`src/rtl/fifo_pkg.sv`:
```
// rtl/fifo_pkg.sv - shared defaults and pointer-width helper for the synchronous FIFO
package fifo_pkg;

  localparam int DEFAULT_DATA_WIDTH = 3;
  localparam int DEFAULT_DEPTH      = 8;

  // One extra wrap bit beyond the memory index distinguishes full from empty.
  function automatic int ptr_width(input int depth);
    return $clog2(depth) + 1;
  endfunction

endpackage

```
`src/rtl/fifo_mem.sv`:
```
// rtl/fifo_mem.sv - DEPTH x DATA_WIDTH dual-port RAM with registered read port
module fifo_mem
  import fifo_pkg::*;
#(
  parameter int  DATA_WIDTH = DEFAULT_DATA_WIDTH,
  parameter int  DEPTH      = DEFAULT_DEPTH,
  localparam int ADDR_WIDTH = $clog2(DEPTH)
) (
  input  logic                  clk,
  input  logic                  rst,
  input  logic                  wr_en,
  input  logic [ADDR_WIDTH-1:0] wr_addr,
  input  logic [DATA_WIDTH-1:0] wr_data,
  input  logic                  rd_en,
  input  logic [ADDR_WIDTH-1:0] rd_addr,
  output logic [DATA_WIDTH-1:0] rd_data
);

  logic [DATA_WIDTH-1:0] mem [DEPTH];

  // The array itself is never reset; stale contents are discarded by the pointers.
  always_ff @(posedge clk) begin
    if (wr_en) begin
      mem[wr_addr] <= wr_data;
    end
  end

  always_ff @(posedge clk or posedge rst) begin
    if (rst) begin
      rd_data <= '0;
    end else if (rd_en) begin
      rd_data <= mem[rd_addr];
    end
  end

endmodule

```
`src/rtl/synchronous_fifo.sv`:
```
// rtl/synchronous_fifo.sv - single-clock FIFO with occupancy flags and overflow/underflow pulses
module synchronous_fifo
  import fifo_pkg::*;
#(
  parameter int  DATA_WIDTH = DEFAULT_DATA_WIDTH,
  parameter int  DEPTH      = DEFAULT_DEPTH,
  localparam int ADDR_WIDTH = $clog2(DEPTH)
) (
  input  logic                  clk,
  input  logic                  reset_i,
  input  logic                  wr_en_i,
  input  logic [DATA_WIDTH-1:0] data_i,
  input  logic                  rd_en_i,
  output logic [DATA_WIDTH-1:0] data_o,
  output logic                  full_o,
  output logic                  empty_o,
  output logic [ADDR_WIDTH:0]   count_o,
  output logic                  overflow_o,
  output logic                  underflow_o
);

  localparam int PTR_WIDTH = ptr_width(DEPTH);
  localparam logic [PTR_WIDTH-1:0] PTR_ONE = PTR_WIDTH'(1);

  if ((DEPTH < 2) || ((DEPTH & (DEPTH - 1)) != 0)) begin : g_bad_depth
    $error("synchronous_fifo: DEPTH must be a power of two and at least 2");
  end

  logic [PTR_WIDTH-1:0] wr_ptr;
  logic [PTR_WIDTH-1:0] rd_ptr;
  logic                 wr_accept;
  logic                 rd_accept;

  assign empty_o = (wr_ptr == rd_ptr);
  assign full_o  = (wr_ptr[ADDR_WIDTH-1:0] == rd_ptr[ADDR_WIDTH-1:0]) &&
                   (wr_ptr[ADDR_WIDTH] != rd_ptr[ADDR_WIDTH]);
  assign count_o = wr_ptr - rd_ptr;

  // Both requests are qualified against the flags as they stand before the edge.
  assign wr_accept = wr_en_i && !full_o;
  assign rd_accept = rd_en_i && !empty_o;

  always_ff @(posedge clk or posedge reset_i) begin
    if (reset_i) begin
      wr_ptr      <= '0;
      rd_ptr      <= '0;
      overflow_o  <= 1'b0;
      underflow_o <= 1'b0;
    end else begin
      if (wr_accept) begin
        wr_ptr <= wr_ptr + PTR_ONE;
      end
      if (rd_accept) begin
        rd_ptr <= rd_ptr + PTR_ONE;
      end
      overflow_o  <= wr_en_i && full_o;
      underflow_o <= rd_en_i && empty_o;
    end
  end

  fifo_mem #(
    .DATA_WIDTH(DATA_WIDTH),
    .DEPTH     (DEPTH)
  ) u_mem (
    .clk    (clk),
    .rst    (reset_i),
    .wr_en  (wr_accept),
    .wr_addr(wr_ptr[ADDR_WIDTH-1:0]),
    .wr_data(data_i),
    .rd_en  (rd_accept),
    .rd_addr(rd_ptr[ADDR_WIDTH-1:0]),
    .rd_data(data_o)
  );

endmodule

```
`config.mk`:
```
export PLATFORM = sky130hd
export DESIGN_NAME = synchronous_fifo
export DESIGN_NICKNAME = d
export VERILOG_FILES = /design/src/rtl/fifo_pkg.sv /design/src/rtl/fifo_mem.sv /design/src/rtl/synchronous_fifo.sv
export SDC_FILE = /design/constraint.sdc
export NUM_CORES = 1
export LEC_CHECK = 0
export CAP_MARGIN = 0
export CORE_MARGIN = 2
export CORE_UTILIZATION = 50
export DETAILED_ROUTE_END_ITERATION = 7
export HOLD_SLACK_MARGIN = 0.15
export PLACE_DENSITY_LB_ADDON = 0.15
export SLEW_MARGIN = 20
export SYNTH_ARGS = -nofsm -noshare
export SYNTH_HDL_FRONTEND = slang
export SYNTH_SLANG_ARGS = --single-unit
```
`constraint.sdc`:
```
create_clock -name clk -period 3.5 [get_ports clk]
set_clock_uncertainty 0.05 [all_clocks]
set_input_delay 0.7 -clock clk [delete_from_list [all_inputs] [get_ports clk]]
set_output_delay 0.7 -clock clk [all_outputs]
set_load 0.01 [all_outputs]
```
==> run summary, run 1 <==
Seq/Total Area, Yosys - 0.632
Syn_nets - 129
Number of buffers on the longest clock path - 2
Vias - 918
Die height - 61.5 µm
Post-DP HPWL - 2030 µm
Vias in the first global route - 916
Max Fclk - 313 MHz
Max IR drop VDD - 0.000573 V
Share of cells above drive strength 1 - 0.115
First-pass GRT wire length - 4380 µm
Worst Hold Class - reg -> reg
Final setup vio count - 0
Antenna Diode Count - 0
Slew @ Worst Pin - 0.501 ns
Core area - 0.00310 mm²
Die area - 0.00378 mm²
GRT overflow - 0
YS warnings - 0
Met2 usage - 0.283
Met1 GRT Util - 0.209
Drt initial violations - 28
Total GRT Usage - 0.174
TNS Setup - 0 ns
Busiest metal layer after global routing - met2
Critical Path RT - 2.75 ns
Top-area cell type share of the netlist area - 0.436
Clk sinks - 37
Slew Viols, Final - 0
# resized after CTS - 0
Synth-to-layout area growth - 17.0%
Hold_buf cts - 0
Slowest cell delay on critical path - 0.58 ns
Buf+Inv Stages, Crit Path - 2
Status - completed
Synth top area cells - edfxtp_1 (44%), dfrtp_1 (20%), mux2i_1 (7.3%)
Die Width - 61.5 µm
IO Pins - 18
Std-Cell Rows - 20
Setup ws final - 0.310 ns
CP Capture Type - primary output
Port-buffer cells - 17
Slowest CP cell - dfrtp_1
Period utilisation layout - 0.911
EDFF count, synth - 24
Post-DR wirelength/cell - 14.8 µm
Pre-antenna DRT Iters - 4
Yosys cell types - 25
Synth area leader - edfxtp_1
Placed cell areas - 0.00185 mm²
Initial Utilization - 0.533
Routability congestion estimate - 0.763
CP max FO - 8
Synth top cells by count - edfxtp_1 (24), dfrtp_1 (13), mux2i_1 (12)
CP Cell Sequence - inv_1 -> ha_1 -> a21o_1 -> a21oi_1 -> xnor2_1 -> clkdlybuf4s50_1
Via density - 5.02
Setup Fix Bufs, Post-CTS - 0
Leak - 0.773 nW
FFs w/ async S/R, synth - 0.351
Startpoint types - flip-flop
Synth Flop Type - edfxtp_1
WL final - 2710 µm
Post-route ant nets - 0
Crit path max-delay family - buffers and inverters
Design Area, Final - 0.00194 mm²
Residual DRC count - 0
Total CTS buffers - 5
Max-slew headroom - 0.665
Most frequent cell after synthesis - edfxtp_1
Root Buffer - clkbuf_4
Routing usage on met3 - 0.0630
Antenna violations before repair - 0
CP Class - reg -> out
Final Hold Fails - 0
Clock latency on the worst-skew pair - 0.35 ns
Critical Path AT - 2.44 ns
Htree depth - 2
Fill count - 271
Pin count of the biggest net entering global routing - 16
Final Total Pwr - 1.86 mW
Mapped cell area - 0.00165 mm²
Yosys reg bits - 37
Syn Area/Cell - 14.3 µm²
Clock-pin slew on the worst setup and hold paths - 0.12 ns
Post-Synthesis Cells - 116
Max capacitance violation total - 0
Pwr dens - 959 mW/mm²
Pre-CTS worst setup slack - 0.671 ns
RSZ-0062 raised after global routing - no
Min Tclk post-route - 3.19 ns
Nets@finish - 151
CTS tree - done
cells by family after synthesis:
logic type / after synthesis / share of synthesized area
fa+ha+maj: 6 / 0.0499
xor+xnor: 9 / 0.0477
flops: 37 / 0.632
simple gates: 26 / 0.0696
mux: 17 / 0.127
compound gates: 8 / 0.0295
buf+inv: 13 / 0.0439
report_power, final:
group	switching (mW)	total [mW]	leakage, nW	internal, mW
registers	0.0921	0.677	0.376	0.585
clock network	0.150	0.301	0.0414	0.151
logic	0.418	0.879	0.356	0.461
total	0.660	1.86	0.773	1.20
layout make-up:
type                       count  area (µm²)  area share
sequential                    37        1050       0.540
clock inverter                 3        46.3      0.0239
clock buffer                   5        37.5      0.0194
multi-input combinational     66         536       0.277
tap                           44        55.1      0.0284
timing repair buffer          18         178      0.0918
inverter                      10        37.5      0.0194
through the flow:
step / std cells / hold slack, ns / utilization
after floorplan: 116 / 0.447 / -
after global placement: 175 / 0.420 / 0.597
after detailed placement: 175 / 0.425 / 0.597
after CTS: 183 / 0.451 / 0.624
after global routing: 183 / 0.467 / 0.624
final: 183 / 0.441 / 0.624
final timing paths:
kind / startpoint / endpoint / slack [ns] / depth (start not counted)
max: rd_ptr[1] / count_o[3] / 0.31 / 6
min in group asynchronous: reset_i / underflow_o / 0.61 / 2
max in group asynchronous: reset_i / wr_ptr[1] / 2.45 / 2
min: u_mem.rd_data[1] / u_mem.rd_data[1] / 0.44 / 2
min reg2reg: u_mem.rd_data[1] / u_mem.rd_data[1] / 0.44 / 2
max reg2reg: rd_ptr[1] / u_mem.mem[0][2] / 1.09 / 6
cell usage in the layout (no fill, tap or decap), types with 2 or more instances in the layout:
master | netlist | layout
ha_1 | 5 | 5
nand2_1 | 7 | 7
mux2_2 | 2 | 2
xor2_1 | 4 | 4
nand3_1 | 2 | 2
nor3_1 | 2 | 2
clkdlybuf4s50_1 | 0 | 17
edfxtp_1 | 24 | 24
xnor2_1 | 5 | 5
mux2i_1 | 12 | 12
nor2_1 | 10 | 10
and2_1 | 2 | 2
dfrtp_1 | 13 | 13
clkbuf_4 | 0 | 5
o21ai_1 | 4 | 4
nand2b_1 | 2 | 2
inv_1 | 10 | 10
mux4_2 | 3 | 3
registers in the layout, summed over array words and instances (netlist names):
signal and count:
u_mem.mem 24, rd_ptr 4, u_mem.rd_data 3, overflow_o 1
underflow_o 1, wr_ptr 4
layer usage:
| layer | up-vias | share of wire |
|---|---|---|
| met5 | - | 0 |
| met4 | 0 | 0.018 |
| met3 | 7 | 0.041 |
| met2 | 17 | 0.50 |
| met1 | 444 | 0.44 |
| li1 | 450 | - |
tightest hold or removal path, delay by kind of cell (launching register included):
family             cells  cell delay [ns]
and+or+nand+nor        1             0.05
DFF                    1             0.36
AOI/OAI and AO/OA      1             0.06
Power figures use the tool's default switching activity.
==> run 2, diff against run 1 <==
--- a/config.mk
+++ b/config.mk
@@ -5,7 +5,8 @@
 export SDC_FILE = /design/constraint.sdc
 export NUM_CORES = 1
 export LEC_CHECK = 0
-export CAP_MARGIN = 0
+export ABC_AREA = 1
+export CAP_MARGIN = 5
 export CORE_MARGIN = 2
 export CORE_UTILIZATION = 50
 export DETAILED_ROUTE_END_ITERATION = 7
==> run 2 against run 1 <==
Critical path depth did not move. Non-clock buffer count decreased by 1. Fmax grew 0.27%. First-iteration DRC count up 21%. Synthesized cell count up 61%. Power increased by 0.81%. Routed wire length up 22%. Flip-flop and latch count did not move. Cell count grew 39%. Register-to-register slack gained 0.17 ns. Global-route usage rose by 0.72 points. Design area rose by 8.1%. Largest power group unchanged. Highest routed layer unchanged.
==> run summary, run 2 <==
Status - completed
Top-area cell type share of the netlist area - 0.393 (-0.0423)
Commonest non-fill, non-tap cells in the layout - nand2_1 (54), inv_1 (28), edfxtp_1 (24)
Synth Flop Type - edfxtp_1
Critical Path RT - 2.75 ns (about the same)
Routability congestion estimate - 0.829 (+8.7%)
Period utilisation layout - 0.909 (-0.00241)
Slew @ Worst Pin - 0.524 ns (+0.0226 ns)
Die area - 0.00416 mm² (+10%)
Post-DP HPWL - 2480 µm (+22%)
Number of buffers on the longest clock path - 2 (unchanged)
Yosys reg bits - 37 (unchanged)
Setup ws final - 0.318 ns (+0.00844 ns)
Htree depth - 2 (unchanged)
CP max FO - 10 (+2)
Flop2flop setup slack - 1.26 ns (+0.17 ns)
YS warnings - 0 (unchanged)
Pwr dens - 894 mW/mm² (-6.8%)
Cells on worst reg2reg path - 7 (+1)
Synth top area cells - edfxtp_1 (39%), dfrtp_1 (18%), nand2_1 (11%)
Clock-pin slew on the worst setup and hold paths - 0.11 ns (about the same)
Antenna Diode Count - 0 (unchanged)
Max reg flops - 24 (unchanged)
Max Fclk - 314 MHz (+0.27%)
Worst Hold Endpoint - u_mem.rd_data[0]
WL final - 3320 µm (+22%)
Min Tclk post-route - 3.18 ns (-0.00844 ns)
Top reg by flops - u_mem.mem
Max IR drop VDD - 0.000476 V (-17%)
First-pass GRT wire length - 5550 µm (+27%)
Final std cells w/o fill - 255 (+39%)
Final Hold Fails - 0 (unchanged)
Max-slew headroom - 0.651 (-0.0147)
Pre-CTS worst setup slack - 0.557 ns (-0.114 ns)
Placed Cells - 247 (+41%)
Slowest cell delay on critical path - 0.55 ns (-0.03 ns)
CTS tree - done
Drt initial violations - 34 (+21%)
Slew Viols, Final - 0 (unchanged)
Max capacitance violation total - 0 (unchanged)
Commonest non-fill, non-tap cell in the layout - nand2_1
Leak - 0.953 nW (+23%)
Synth-to-layout area growth - 14.3%
Via density - 4.89 (-2.6%)
Total GRT Usage - 0.181 (+0.00722)
CP Cell Sequence - clkinv_1 -> ha_1 -> nand2_1 -> o21ai_0 -> xor2_1 -> clkdlybuf4s50_1
Residual DRC count - 0 (unchanged)
Critical Path AT - 2.43 ns (about the same)
Hold_buf cts - 0 (unchanged)
Clk sinks - 37 (unchanged)
Core area - 0.00342 mm² (+10%)
Antenna violations before repair - 0 (unchanged)
Syn_nets - 200 (+55%)
R2r endpoint - u_mem.mem[3][1]
Hold depth - 2 (unchanged)
CP Class - reg -> out
Synth top cells by count - nand2_1 (54), inv_1 (28), edfxtp_1 (24)
EDFF count, synth - 24 (unchanged)
Startpoint types - flip-flop
CP Capture Type - primary output
Syn Area/Cell - 9.80 µm² (-31%)
Final setup vio count - 0 (unchanged)
CP Launch Point - rd_ptr[1]
RSZ-0062 raised after global routing - no
WHS - 0.447 ns (+0.00630 ns)
Seq/Total Area, Yosys - 0.571 (-0.0613)
Nets@finish - 221 (+46%)
Worst Hold Class - reg -> reg
Final Total Pwr - 1.87 mW (+0.81%)
Vias in the first global route - 1199 (+31%)
Root Buffer - clkbuf_4
Pre-antenna DRT Iters - 5 (+1)
Std-Cell Rows - 21 (+5.0%)
Setup Fix Bufs, Post-CTS - 0 (unchanged)
Initial Utilization - 0.536 (+0.00320)
Mapped cell area - 0.00183 mm² (+11%)
Synth area leader - edfxtp_1
Yosys cell types - 26 (+4.0%)
Total CTS buffers - 5 (unchanged)
Vias - 1246 (+36%)
GRT overflow - 0 (unchanged)
Most frequent cell after synthesis - nand2_1
Pin count of the biggest net entering global routing - 17 (+1)
Clock latency on the worst-skew pair - 0.36 ns (about the same)
Die height - 64.5 µm (+4.9%)
FFs w/ async S/R, synth - 0.351 (unchanged)
Port-buffer cells - 17 (unchanged)
Largest registers - u_mem.mem x24, rd_ptr x4, wr_ptr x4
Post-Synthesis Cells - 187 (+61%)
Share of cells above drive strength 1 - 0.120 (+0.00451)
IO Pins - 18 (unchanged)
Post-DR wirelength/cell - 13.0 µm (-12%)
Die Width - 64.5 µm (+4.9%)
Slowest CP cell - clkdlybuf4s50_1
Hold_sp - u_mem.rd_data[0]
Worst r2r src - rd_ptr[1]
Post-route ant nets - 0 (unchanged)
TNS Setup - 0 ns (unchanged)
==> run 2: cell types whose count changed in the layout (fill, tap and decap cells not counted), sizes merged, moves of 2 or more <==
cell / change
inv: +24
xnor2: -4
nand2b: -2
mux2: -2
mux4: -3
nand2: +53
nand3: +21
and2: -2
clkinv: +2
mux2i: -12
==> run 2: critical path, delay by kind of cell (launching register included) <==
family / cells / cell delay [ns]
XOR/XNOR: 1 / 0.17
flip-flops: 1 / 0.49
AO/OA/AOI/OAI: 1 / 0.19
AND/OR/NAND/NOR: 1 / 0.05
adder cells (fa/ha/maj): 1 / 0.38
buffers and inverters: 2 / 0.80
==> run 2: final cells by class <==
cell class / instances / area (µm²)
tap: 46 / 57.6
clock buffer: 5 / 37.5
multi-input combinational: 112 / 623
clock inverter: 3 / 21.3
sequential: 37 / 1050
timing repair buffer: 17 / 170
fill: 297 / 1320
inverter: 35 / 136
==> run 2: logic make-up after synthesis <==
group	count (synthesis)	synth area share
AND/OR/NAND/NOR	95	0.251
AO/OA/AOI/OAI	6	0.0205
flip-flops	37	0.571
XOR/XNOR	5	0.0239
adder cells (fa/ha/maj)	6	0.0451
buffers and inverters	38	0.0888
==> run 2: through the flow <==
stage	util	instance area [µm²]
3_5_place_dp	0.595	2030
6_report	0.613	2090
2_1_floorplan	-	1830
3_3_place_gp	0.595	2030
5_1_grt	0.613	2090
4_1_cts	0.612	2090
==> run 2: worst max-delay path by stage <==
stage | endpoint | slack (ns) | cells past startpoint
floorplan | count_o[3] | 1.23 | 6
global placement | count_o[3] | 0.60 | 6
detailed placement | count_o[3] | 0.56 | 6
CTS | count_o[3] | 0.16 | 6
global route | count_o[3] | 0.08 | 6
finish | count_o[3] | 0.32 | 6
==> run 2: per-layer routing <==
layer / vias to the layer above / GRT usage / routed length (µm) / share of wire
met5: - / 0 / 0 / 0
met4: 0 / 0.0559 / 46 / 0.014
met3: 5 / 0.0573 / 132 / 0.040
met2: 25 / 0.285 / 1610 / 0.49
met1: 585 / 0.240 / 1530 / 0.46
li1: 631 / - / - / -
==> run 2: power breakdown <==
group	switching, mW	internal (mW)	total (mW)
logic	0.523	0.422	0.945
clock network	0.156	0.0794	0.235
registers	0.111	0.581	0.692
total	0.789	1.08	1.87
==> run 2: timing repair <==
item,in CTS,in global routing
gates resized for setup,0,1
endpoints found under the setup margin,0,1
hold endpoints to repair,0,0
